`config.mk`:
```
export PLATFORM = sky130hd
export DESIGN_NAME = syn_fifo_rd_ctrl
export DESIGN_NICKNAME = d
export VERILOG_FILES = /design/src/rtl/syn_fifo_pkg.sv /design/src/rtl/syn_fifo_skid.sv /design/src/rtl/syn_fifo_rd_ctrl.sv
export SDC_FILE = /design/constraint.sdc
export NUM_CORES = 1
export LEC_CHECK = 0
export ABC_AREA = 1
export CAP_MARGIN = 5
export CORE_UTILIZATION = 52
export DETAILED_ROUTE_END_ITERATION = 8
export PLACE_DENSITY_LB_ADDON = 0.25
export SYNTH_ARGS = -nofsm -noshare
export SYNTH_HDL_FRONTEND = slang
export SYNTH_SLANG_ARGS = --single-unit
```
`constraint.sdc`:
```
create_clock -name clk_i -period 2.1 [get_ports clk_i]
set_input_delay 0.42 -clock clk_i [delete_from_list [all_inputs] [get_ports clk_i]]
set_output_delay 0.42 -clock clk_i [all_outputs]
set_load 0.1 [all_outputs]
```
`src/rtl/syn_fifo_pkg.sv`:
```
// syn_fifo_pkg: shared state encoding and default sizing for the FIFO read controller
package syn_fifo_pkg;
  localparam int FIFO_ENTRIES_DEF = 16;
  localparam int DATA_WIDTH_DEF = 8;
  typedef enum logic [1:0] {IDLE, DRAIN, FLUSH, DONE} rd_state_t;
endpackage

```
`src/rtl/syn_fifo_skid.sv`:
```
// syn_fifo_skid: 2-entry skid buffer with bypass so a word can pass through in the cycle it arrives
module syn_fifo_skid #(
  parameter int DATA_WIDTH = 8
) (
  input  logic                  clk,
  input  logic                  rst,
  input  logic                  s_valid,
  input  logic [DATA_WIDTH-1:0] s_data,
  output logic                  s_ready,
  output logic                  m_valid,
  output logic [DATA_WIDTH-1:0] m_data,
  input  logic                  m_ready,
  output logic [1:0]            occ
);
  logic [DATA_WIDTH-1:0] d0, d1;
  logic xfer, pop, push;
  // present the oldest stored word, or the arriving word when nothing is stored
  always_comb begin
    s_ready = occ != 2'd2;
    m_valid = occ != 2'd0 || s_valid;
    m_data = occ != 2'd0 ? d0 : (s_valid ? s_data : '0);
    xfer = m_valid && m_ready;
    pop = xfer && occ != 2'd0;
    push = s_valid && !(xfer && occ == 2'd0);
  end
  // d0 is the head; d1 only holds a second word while the head is stalled
  always_ff @(posedge clk or posedge rst) begin
    if (rst) begin
      occ <= '0;
      d0 <= '0;
      d1 <= '0;
    end else begin
      occ <= occ + {1'b0, push} - {1'b0, pop};
      if ((occ == 2'd0 && push) || pop) d0 <= occ == 2'd2 ? d1 : s_data;
      if (occ == 2'd1 && push && !pop) d1 <= s_data;
    end
  end
endmodule

```
`src/rtl/syn_fifo_rd_ctrl.sv`:
```
// syn_fifo_rd_ctrl: drains a burst of words from a synchronous FIFO into a valid/ready stream
module syn_fifo_rd_ctrl
  import syn_fifo_pkg::*;
#(
  parameter int FIFO_ENTRIES = FIFO_ENTRIES_DEF,
  parameter int DATA_WIDTH = DATA_WIDTH_DEF,
  localparam int IDX_W = $clog2(FIFO_ENTRIES),
  localparam int CNT_W = IDX_W + 1
) (
  input  logic                  clk_i,
  input  logic                  rst_i,
  input  logic                  start_i,
  input  logic [CNT_W-1:0]      burst_len_i,
  input  logic                  fifo_empty_i,
  input  logic [DATA_WIDTH-1:0] fifo_data_i,
  output logic                  fifo_rd_en_o,
  output logic                  m_valid_o,
  output logic [DATA_WIDTH-1:0] m_data_o,
  input  logic                  m_ready_i,
  output logic                  busy_o,
  output logic                  done_o,
  output logic [IDX_W-1:0]      r_index_o
);
  rd_state_t state;
  logic [CNT_W-1:0] remaining;
  logic in_flight, s_ready;
  logic [1:0] occ;
  // pop only while the words already owed to the skid buffer leave room for one more
  always_comb begin
    fifo_rd_en_o = state == DRAIN && !fifo_empty_i && remaining != '0 && s_ready
                   && ({1'b0, in_flight} + occ) < 2'd2;
    busy_o = state != IDLE;
    done_o = state == DONE;
  end
  // burst sequencing, remaining count, read pointer mirror and in-flight tracking
  always_ff @(posedge clk_i or posedge rst_i) begin
    if (rst_i) begin
      state <= IDLE;
      remaining <= '0;
      in_flight <= 1'b0;
      r_index_o <= '0;
    end else begin
      in_flight <= fifo_rd_en_o;
      case (state)
        IDLE: if (start_i) begin
          remaining <= burst_len_i;
          state <= burst_len_i != '0 ? DRAIN : DONE;
        end
        DRAIN: if (fifo_rd_en_o) begin
          remaining <= remaining - CNT_W'(1);
          r_index_o <= r_index_o + IDX_W'(1);
          if (remaining == CNT_W'(1)) state <= FLUSH;
        end
        FLUSH: if (!in_flight && occ == 2'd0) state <= DONE;
        DONE: state <= IDLE;
        default: state <= IDLE;
      endcase
    end
  end
  syn_fifo_skid #(.DATA_WIDTH(DATA_WIDTH)) u_skid (
    .clk(clk_i),
    .rst(rst_i),
    .s_valid(in_flight),
    .s_data(fifo_data_i),
    .s_ready(s_ready),
    .m_valid(m_valid_o),
    .m_data(m_data_o),
    .m_ready(m_ready_i),
    .occ(occ)
  );
endmodule

```
; ---- Yosys cells after proc, flatten, opt, wreduce, memory -nomap -nowiden
; Index checks and enable logic that the tools add are counted.
[word_totals]
ff_bits = 30
wordCells = 64
in_bits = 18
output_inout_bits = 16
[op_classes]
n_lt_le_gt_ge = 1
reduce_logical = 28
n_mux = 12
n_addsub = 5
n_eq_ne = 11
[ops]
columns = cell, count
row1 = 2-to-1 mux 8 bit, 3
row2 = logical AND 1 bit, 12
row3 = 2-to-1 mux 2 bit, 5
row4 = 2-to-1 mux 5 bit, 2
row5 = one-hot mux 5 bit (2 select lines), 1
row6 = nonzero test 5 bit, 2
row7 = "!= test 2 bit, second input constant", 4
row8 = one-hot mux 2 bit (4 select lines), 1
row9 = "== test 2 bit, second input constant", 3
row10 = nonzero test 2 bit, 3
row11 = "== test 5 x 1 -> 1 bit, second input constant", 1
row12 = "subtractor 5 x 1 -> 5 bit, second input constant", 1
row13 = "adder 4 x 1 -> 4 bit, second input constant", 1
row14 = "== test 2 x 1 -> 1 bit, second input constant", 2
row15 = zero test 1 bit, 4
row16 = zero test 2 bit, 2
row17 = AND reduction 4 bit, 1
row18 = AND reduction 3 bit, 1
row19 = adder 1 x 2 -> 2 bit, 1
row20 = adder 2 x 1 -> 2 bit, 1
row21 = logical OR 1 bit, 2
row22 = "less-than comparator 2 bit, second input constant", 1
row23 = "!= test 2 x 1 -> 1 bit, second input constant", 1
row24 = AND reduction 2 bit, 1
row25 = subtractor 2 x 1 -> 2 bit, 1

; ---- Depth between registers and ports, before layout
; Gate-level depths: netlist of the first run.
[depth]
depth_word = 8
ltp_mapped = 11

; ---- Hierarchy
; From an unflattened synthesis of the first run, not the netlist that was laid out.
[unflattened]
cells_unflattened = 256
hier_area_um2 = 1941.9
[by_module_without_submodules]
columns = mod, area_each_um2, seq_area_each_um2, cells_each, n_inst
row1 = syn_fifo_skid, 1034.7, 450.4, 140, 1
row2 = syn_fifo_rd_ctrl, 907.1, 300.3, 116, 1

; ---- Least setup slack after synthesis of the first run
; OpenSTA, ideal clock, no wires.
[synth_timing]
kind = register -> output
from = reg u_skid.occ[1]
to = out m_data_o[0]
t_required_ns = 1.680
path_stages_with_launch = 7
arrival_time_ns = 2.947
n_path_buf = 2
slack_ns = -1.267
cell_sequence = dfrtp_1 inv_2 nand2_1 inv_2 clkbuf_8 buf_2 o21ai_0
[synth_via]
elab_chain_len = 2
[synth_rtl]
columns = element, line
row1 = from (decl), syn_fifo_skid.sv:13  ; output logic [1:0] occ
row2 = from (signal assigned), syn_fifo_skid.sv:33  ; occ <= occ + {1'b0, push} - {1'b0, pop};
row3 = nonzero test 2 bit, syn_fifo_skid.sv:21  ; m_data = occ != 2'd0 ? d0 : (s_valid ? s_data : '0);
row4 = 2-to-1 mux 8 bit, syn_fifo_skid.sv:21
row5 = to (decl), syn_fifo_rd_ctrl.sv:18  ; output logic [DATA_WIDTH-1:0] m_data_o,
; Every way passes these cells.

; ---- Worst setup path in the final report of the first run
[layout_timing]
from = reg remaining[0]
to = out fifo_rd_en_o
[layout_via]
elab_chain_len = 4
[layout_rtl]
columns = element, line
row1 = from (decl), syn_fifo_rd_ctrl.sv:25  ; logic [CNT_W-1:0] remaining;
row2 = from (signal assigned), syn_fifo_rd_ctrl.sv:46  ; remaining <= burst_len_i;
row3 = from (signal assigned), syn_fifo_rd_ctrl.sv:50  ; remaining <= remaining - CNT_W'(1);
row4 = nonzero test 5 bit, syn_fifo_rd_ctrl.sv:30  ; fifo_rd_en_o = state == DRAIN && !fifo_empty_i && remaining != '0 && s_ready
row5 = logical AND 1 bit (2 in a row), syn_fifo_rd_ctrl.sv:30
row6 = logical AND 1 bit, syn_fifo_rd_ctrl.sv:31  ; && ({1'b0, in_flight} + occ) < 2'd2;
row7 = to (decl), syn_fifo_rd_ctrl.sv:16  ; output logic fifo_rd_en_o,
; Every way passes these cells.

==> impl_metrics.ini, run 1 <==
[drt]
highest_layer = met4
antenna_left = 0
wl_met1_um = 1570
wl_per_cell_um = 10.8
dr.pass1.iters = 4
routed_wl_um = 3500
detail_route.vias_per_cell = 4.94
drtIter0Drc = 73
wl_met2_um = 1760
drc = 0
vias = 1597
met3_length_um = 152

[worst_setup_path]
arrival_ns = 1.60
critical_path_class = reg2out
r2r_start = u_skid.occ[1]
cpMaxStageDelayCell = dfrtp_1
crit_required_ns = 1.68
start_kind = flip-flop
worstPathCellList = inv_2, ha_2, nand3_2, nand3_2, clkinvlp_4, buf_12
rr_worst_depth = 9
crit_start = remaining[0]
crit_path_frequent_cell = nand3_2
critPathMaxStageDelay_ns = 0.43
worstSetupEndpointType = output pin
worstPathMaxFanout = 4
r2r_end = u_skid.occ[1]
rrSetupSlack_ns = 0.38

[floorplanning]
fp-row-count = 21
die-width_um = 61.0
die-area_sq_um = 3720
start_util = 0.543
ioPinCount = 34
coreArea_sq_um = 3340
die_y_um = 61.0

[sta]
period_share = 0.963
skew_ns = 0.0148
min_period_ns = 2.02
fmax_ghz = 0.494
worst_slew_pin_slew_ns = 0.461
setup_violations = 0
slew-limit-headroom = 0.692
hold_violations = 0
worst_slack_ns = 0.0777
final.setup.tns_ns = 0
drv_slew = 0

[clock_tree]
htree_levels = 2
root_buffer = clkbuf_4
cts_buffers = 5
clk_path_buf_depth = 2
path_clk_slew_ns = 0.09
cts_tree = yes
cts_sinks = 30
clk_latency_ns = 0.33

[synthesis]
yosysMostFrequentCell = nand2_1
ys_async_sr_fraction = 1.00
synth_top_cell_area_share = 0.415
avgSynthCellArea_sq_um = 7.70
synth_mux_area_frac = 0
synth_edf_count = 0
synth_area_leaders = dfrtp_1, nand2_1, inv_1
ys_warn_count = 0
synthCells = 235
yosysUniqueCellTypes = 24
synth_area_leader_cell = dfrtp_1
synth_seq_cells = 30
synthFlopType = dfrtp_1
yosys.area_share.simple = 0.263
ys_seq_area_frac = 0.415
synth_commonest_cells = nand2_1, inv_1, dfrtp_1
synth_nets = 263
synth-compound-area-share = 0.115
syn-cell-area_sq_um = 1810
synth-xor-area-share = 0.0242
synth_fa_ha_area_frac = 0.0691
synth_top_family_by_area = simple AND/OR/NAND/NOR gates

[hold_path]
min_path_type = in2async

[placed_design]
dpl.hpwl_um = 2570
preCtsSetupSlack_ns = 0.109
dp.cells = 310
gp_congestion = 0.863
port_buffers = 33

[final_layout]
layout.nets = 304
drive_gt1_frac = 0.177
final_cells = 323
antenna-diode-count = 0
area_delta_synth_final_pct = 31.7

[global_route]
grt.total_usage = 0.205
grt_pass1_vias = 1311
grt_pass1_wl_um = 5490
antenna_found_initial = 0
gr-total-overflow = 0
grt_max_degree = 31

[flow_run]
cap_violations = 0

[outcome]
outcome = completed
-- metal layers --
| layer | track usage | up-vias |
|---|---|---|
| met5 | 0 | - |
| met4 | 0.0682 | 0 |
| met3 | 0.0576 | 4 |
| met2 | 0.363 | 39 |
| met1 | 0.240 | 735 |
| li1 | - | 819 |
-- flip-flops by register name, indices dropped and copies added (netlist names) --
signal      cells
u_skid.d0       8
remaining       5
in_flight       1
state           2
u_skid.d1       8
r_index_o       4
u_skid.occ      2
-- through the flow --
stage          utilization  hold slack (ns)  area [sq um]
2_1_floorplan            -            0.454          1810
3_3_place_gp         0.682            0.460          2270
3_5_place_dp         0.682            0.465          2270
4_1_cts              0.701            0.459          2340
5_1_grt              0.715            0.496          2380
6_report             0.715            0.450          2380
-- cells by family after synthesis --
logic type,after synthesis
flops,30
xor+xnor,5
buf+inv,45
fa+ha+maj,10
simple gates,108
compound gates,37
-- how the worst max path moves through the flow --
stage                          endpoint  cells after the start
after global routing       fifo_rd_en_o                      6
after floorplan             m_data_o[0]                      6
after global placement    u_skid.occ[1]                      8
after detailed placement  u_skid.occ[1]                      8
final                      fifo_rd_en_o                      6
after CTS                  fifo_rd_en_o                      6
-- critical path, delay by kind of cell, from the launching register on --
kind          cells  cell delay [ns]
fa+ha+maj         1             0.21
flops             1             0.43
buf+inv           3             0.42
simple gates      2             0.22
-- final cells by class --
type                       count  area (sq um)
clock buffer                   7          55.1
clock inverter                 1          5.00
fill                         270           952
inverter                      37           148
multi-input combinational    160           861
sequential                    30           751
tap                           46          57.6
timing repair buffer          42           508
-- cells in the final DEF (no fill, tap or decap), types with 3 or more instances in the layout --
cell             instances
nand2_1                 61
inv_1                   32
dfrtp_1                 30
nor2_1                  19
o21ai_0                 17
clkdlybuf4s50_1         17
nand3_1                 14
buf_4                   13
buf_12                  12
ha_1                     9
a21oi_1                  8
o21ai_1                  8
nand4_1                  7
clkbuf_4                 5
inv_2                    3
xnor2_1                  3
-- repair_timing --
action                                  CTS  global route
pin swaps                                 0             2
buffers inserted                          0             5
endpoints found under the setup margin    9             4
resized for setup                         2             4
hold buffers                              0             0
Power of run 1 is left out: the tool's default activity adds up to more than one toggle a clock period on the data nets, which glitch-free logic cannot reach.
==> inputs of run 2 (changes only) <==
--- a/config.mk
+++ b/config.mk
@@ -7,6 +7,7 @@
 export LEC_CHECK = 0
 export ABC_AREA = 1
 export CAP_MARGIN = 5
+export CORE_MARGIN = 4
 export CORE_UTILIZATION = 52
 export DETAILED_ROUTE_END_ITERATION = 8
 export PLACE_DENSITY_LB_ADDON = 0.25
==> constraint.sdc (replaced) <==
create_clock -name clk_i -period 1.9 [get_ports clk_i]
set_input_delay 0.38 -clock clk_i [delete_from_list [all_inputs] [get_ports clk_i]]
set_output_delay 0.38 -clock clk_i [all_outputs]
set_load 0.1 [all_outputs]
==> run 2 against run 1 <==
The run now ends with setup timing left. First-iteration DRC count grew to 2.6 times the previous value. Hold slack lost 0.056 ns. Global-route usage grew 4.8 points. Clock skew increased by 0.0047 ns. Clock-buffer cell count down 1. Sequential share of layout area down 5.7 points. Critical path type is now reg2reg. Critical endpoint is now u_skid.occ[1]. Largest cell class unchanged.
==> impl_metrics.ini, run 2 (synthesized netlist as in run 1, its figures left out) <==
[sta]
rsz0062_at_grt = yes
drv_slew = 0
min_period_ns = 1.99
skew_ns = 0.0195
worst_slack_ns = -0.0939
final.setup.tns_ns = -0.445
period_share = 1.05
worst_slew_pin_slew_ns = 0.544
fmax_ghz = 0.502
slew-limit-headroom = 0.637
setup_violations = 10
hold_violations = 0

[floorplanning]
die-width_um = 67.0
coreArea_sq_um = 3340
fp-row-count = 21
start_util = 0.543
ioPinCount = 34
die-area_sq_um = 4490
die_y_um = 67.0

[final_layout]
mostFrequentLayoutCell = nand2_1
drive_gt1_frac = 0.337
final_cell_area_sq_um = 2920
area_delta_synth_final_pct = 61.1
reg_top3 = u_skid.d0: 8 flops, u_skid.d1: 8 flops, remaining: 5 flops
antenna-diode-count = 0
layout.nets = 327
mostFrequentLayoutCells = nand2_1, dfrtp_1, inv_1

[outcome]
outcome = finished with violations
violations = setup timing

[worst_setup_path]
r2r_start = u_skid.occ[1]
r2r_end = u_skid.occ[1]
worstPathMaxFanout = 5
worstSetupEndpointType = flip-flop
worstSetupEndpoint = u_skid.occ[1]
crit_start = u_skid.occ[1]
arrival_ns = 2.26
rrSetupSlack_ns = -0.09
crit_required_ns = 2.17
rr_worst_depth = 11
start_kind = flip-flop
critical_path_class = reg2reg

[clock_tree]
path_clk_slew_ns = 0.12
clk_path_buf_depth = 2
root_buffer = clkbuf_4
htree_levels = 2
clk_latency_ns = 0.36
cts_tree = yes
cts_sinks = 30
cts_buffers = 5

[global_route]
grt.total_usage = 0.253
grt_pass1_vias = 1840
grt_max_degree = 31
gr-total-overflow = 0
grt_pass1_wl_um = 8360
antenna_found_initial = 0

[drt]
dr.pass1.iters = 4
routed_wl_um = 6140
drc = 0
antenna_left = 0
vias = 1931
wl_per_cell_um = 17.8
detail_route.vias_per_cell = 5.58
drtIter0Drc = 190

[placed_design]
dpl.hpwl_um = 2810
postPlaceCellArea_sq_um = 2400
gp_congestion = 0.825
port_buffers = 33

[flow_run]
cap_violations = 0

[hold_path]
min_path_type = in2async
-- run 2: changes by cell type in the layout (fill, tap and decap cells not counted), moves of 4 or more --
cell | previous run | this run
buf_12 | 12 | 18
o21ai_1 | 8 | 0
buf_4 | 13 | 27
inv_1 | 32 | 28
nand3_1 | 14 | 6
o21ai_2 | 2 | 7
nand3_2 | 2 | 6
nand3_4 | 1 | 5
-- run 2: how the worst min path moves through the flow --
| stage | startpoint | endpoint | slack [ns] | cells past startpoint |
|---|---|---|---|---|
| floorplan | u_skid.d1[5] | u_skid.d1[5] | 0.45 | 2 |
| global placement | u_skid.d1[7] | u_skid.d1[7] | 0.47 | 2 |
| detailed placement | u_skid.d1[6] | u_skid.d1[6] | 0.48 | 2 |
| CTS | rst_i | u_skid.d1[0] | 0.43 | 3 |
| global route | rst_i | u_skid.d1[6] | 0.43 | 3 |
| finish | rst_i | u_skid.d1[6] | 0.39 | 3 |
-- run 2: what timing repair did --
item | CTS | global route
hold buffers | 0 | 0
gates resized for setup | 12 | 24
buffers inserted | 21 | 3
pin swaps | 5 | 8
cloned | 1 | 1
setup endpoints to repair | 9 | 11
-- run 2: per-stage QoR --
stage	hold WS, ns	worst slack [ns]	instances	utilization
6_report	0.395	-0.0939	346	0.874
5_1_grt	0.430	-0.164	346	0.874
4_1_cts	0.430	-0.0369	343	0.825
3_5_place_dp	0.477	0.0137	313	0.720
3_3_place_gp	0.472	0.0727	313	0.720
2_1_floorplan	0.454	-0.179	235	-
-- run 2: layer usage --
layer,vias up,GRT usage,wire length [um]
li1,873,-,-
met1,891,0.272,2240
met2,129,0.454,3050
met3,38,0.0506,422
met4,0,0.144,426
met5,-,0,0
-- run 2: layout make-up --
cell class                      instances  area (sq um)
Tap cell                               46          57.6
Sequential cell                        30           751
Clock buffer                            6          51.3
Clock inverter                          2          60.1
Timing Repair Buffer                   65           797
Fill cell                             163           420
Inverter                               37           154
Multi-Input combinational cell        160          1050
-- run 2: worst max-delay path: stages, from the launching register on --
cell,delay (ns)
dfrtp_1,0.43
inv_2,0.11
nand2_4,0.08
inv_8,0.10
buf_12,0.13
buf_4,0.11
nor2_1,0.04
ha_1,0.26
inv_1,0.07
ha_2,0.21
xnor2_1,0.21
xor2_1,0.17
Power of run 2 is left out for the same reason.
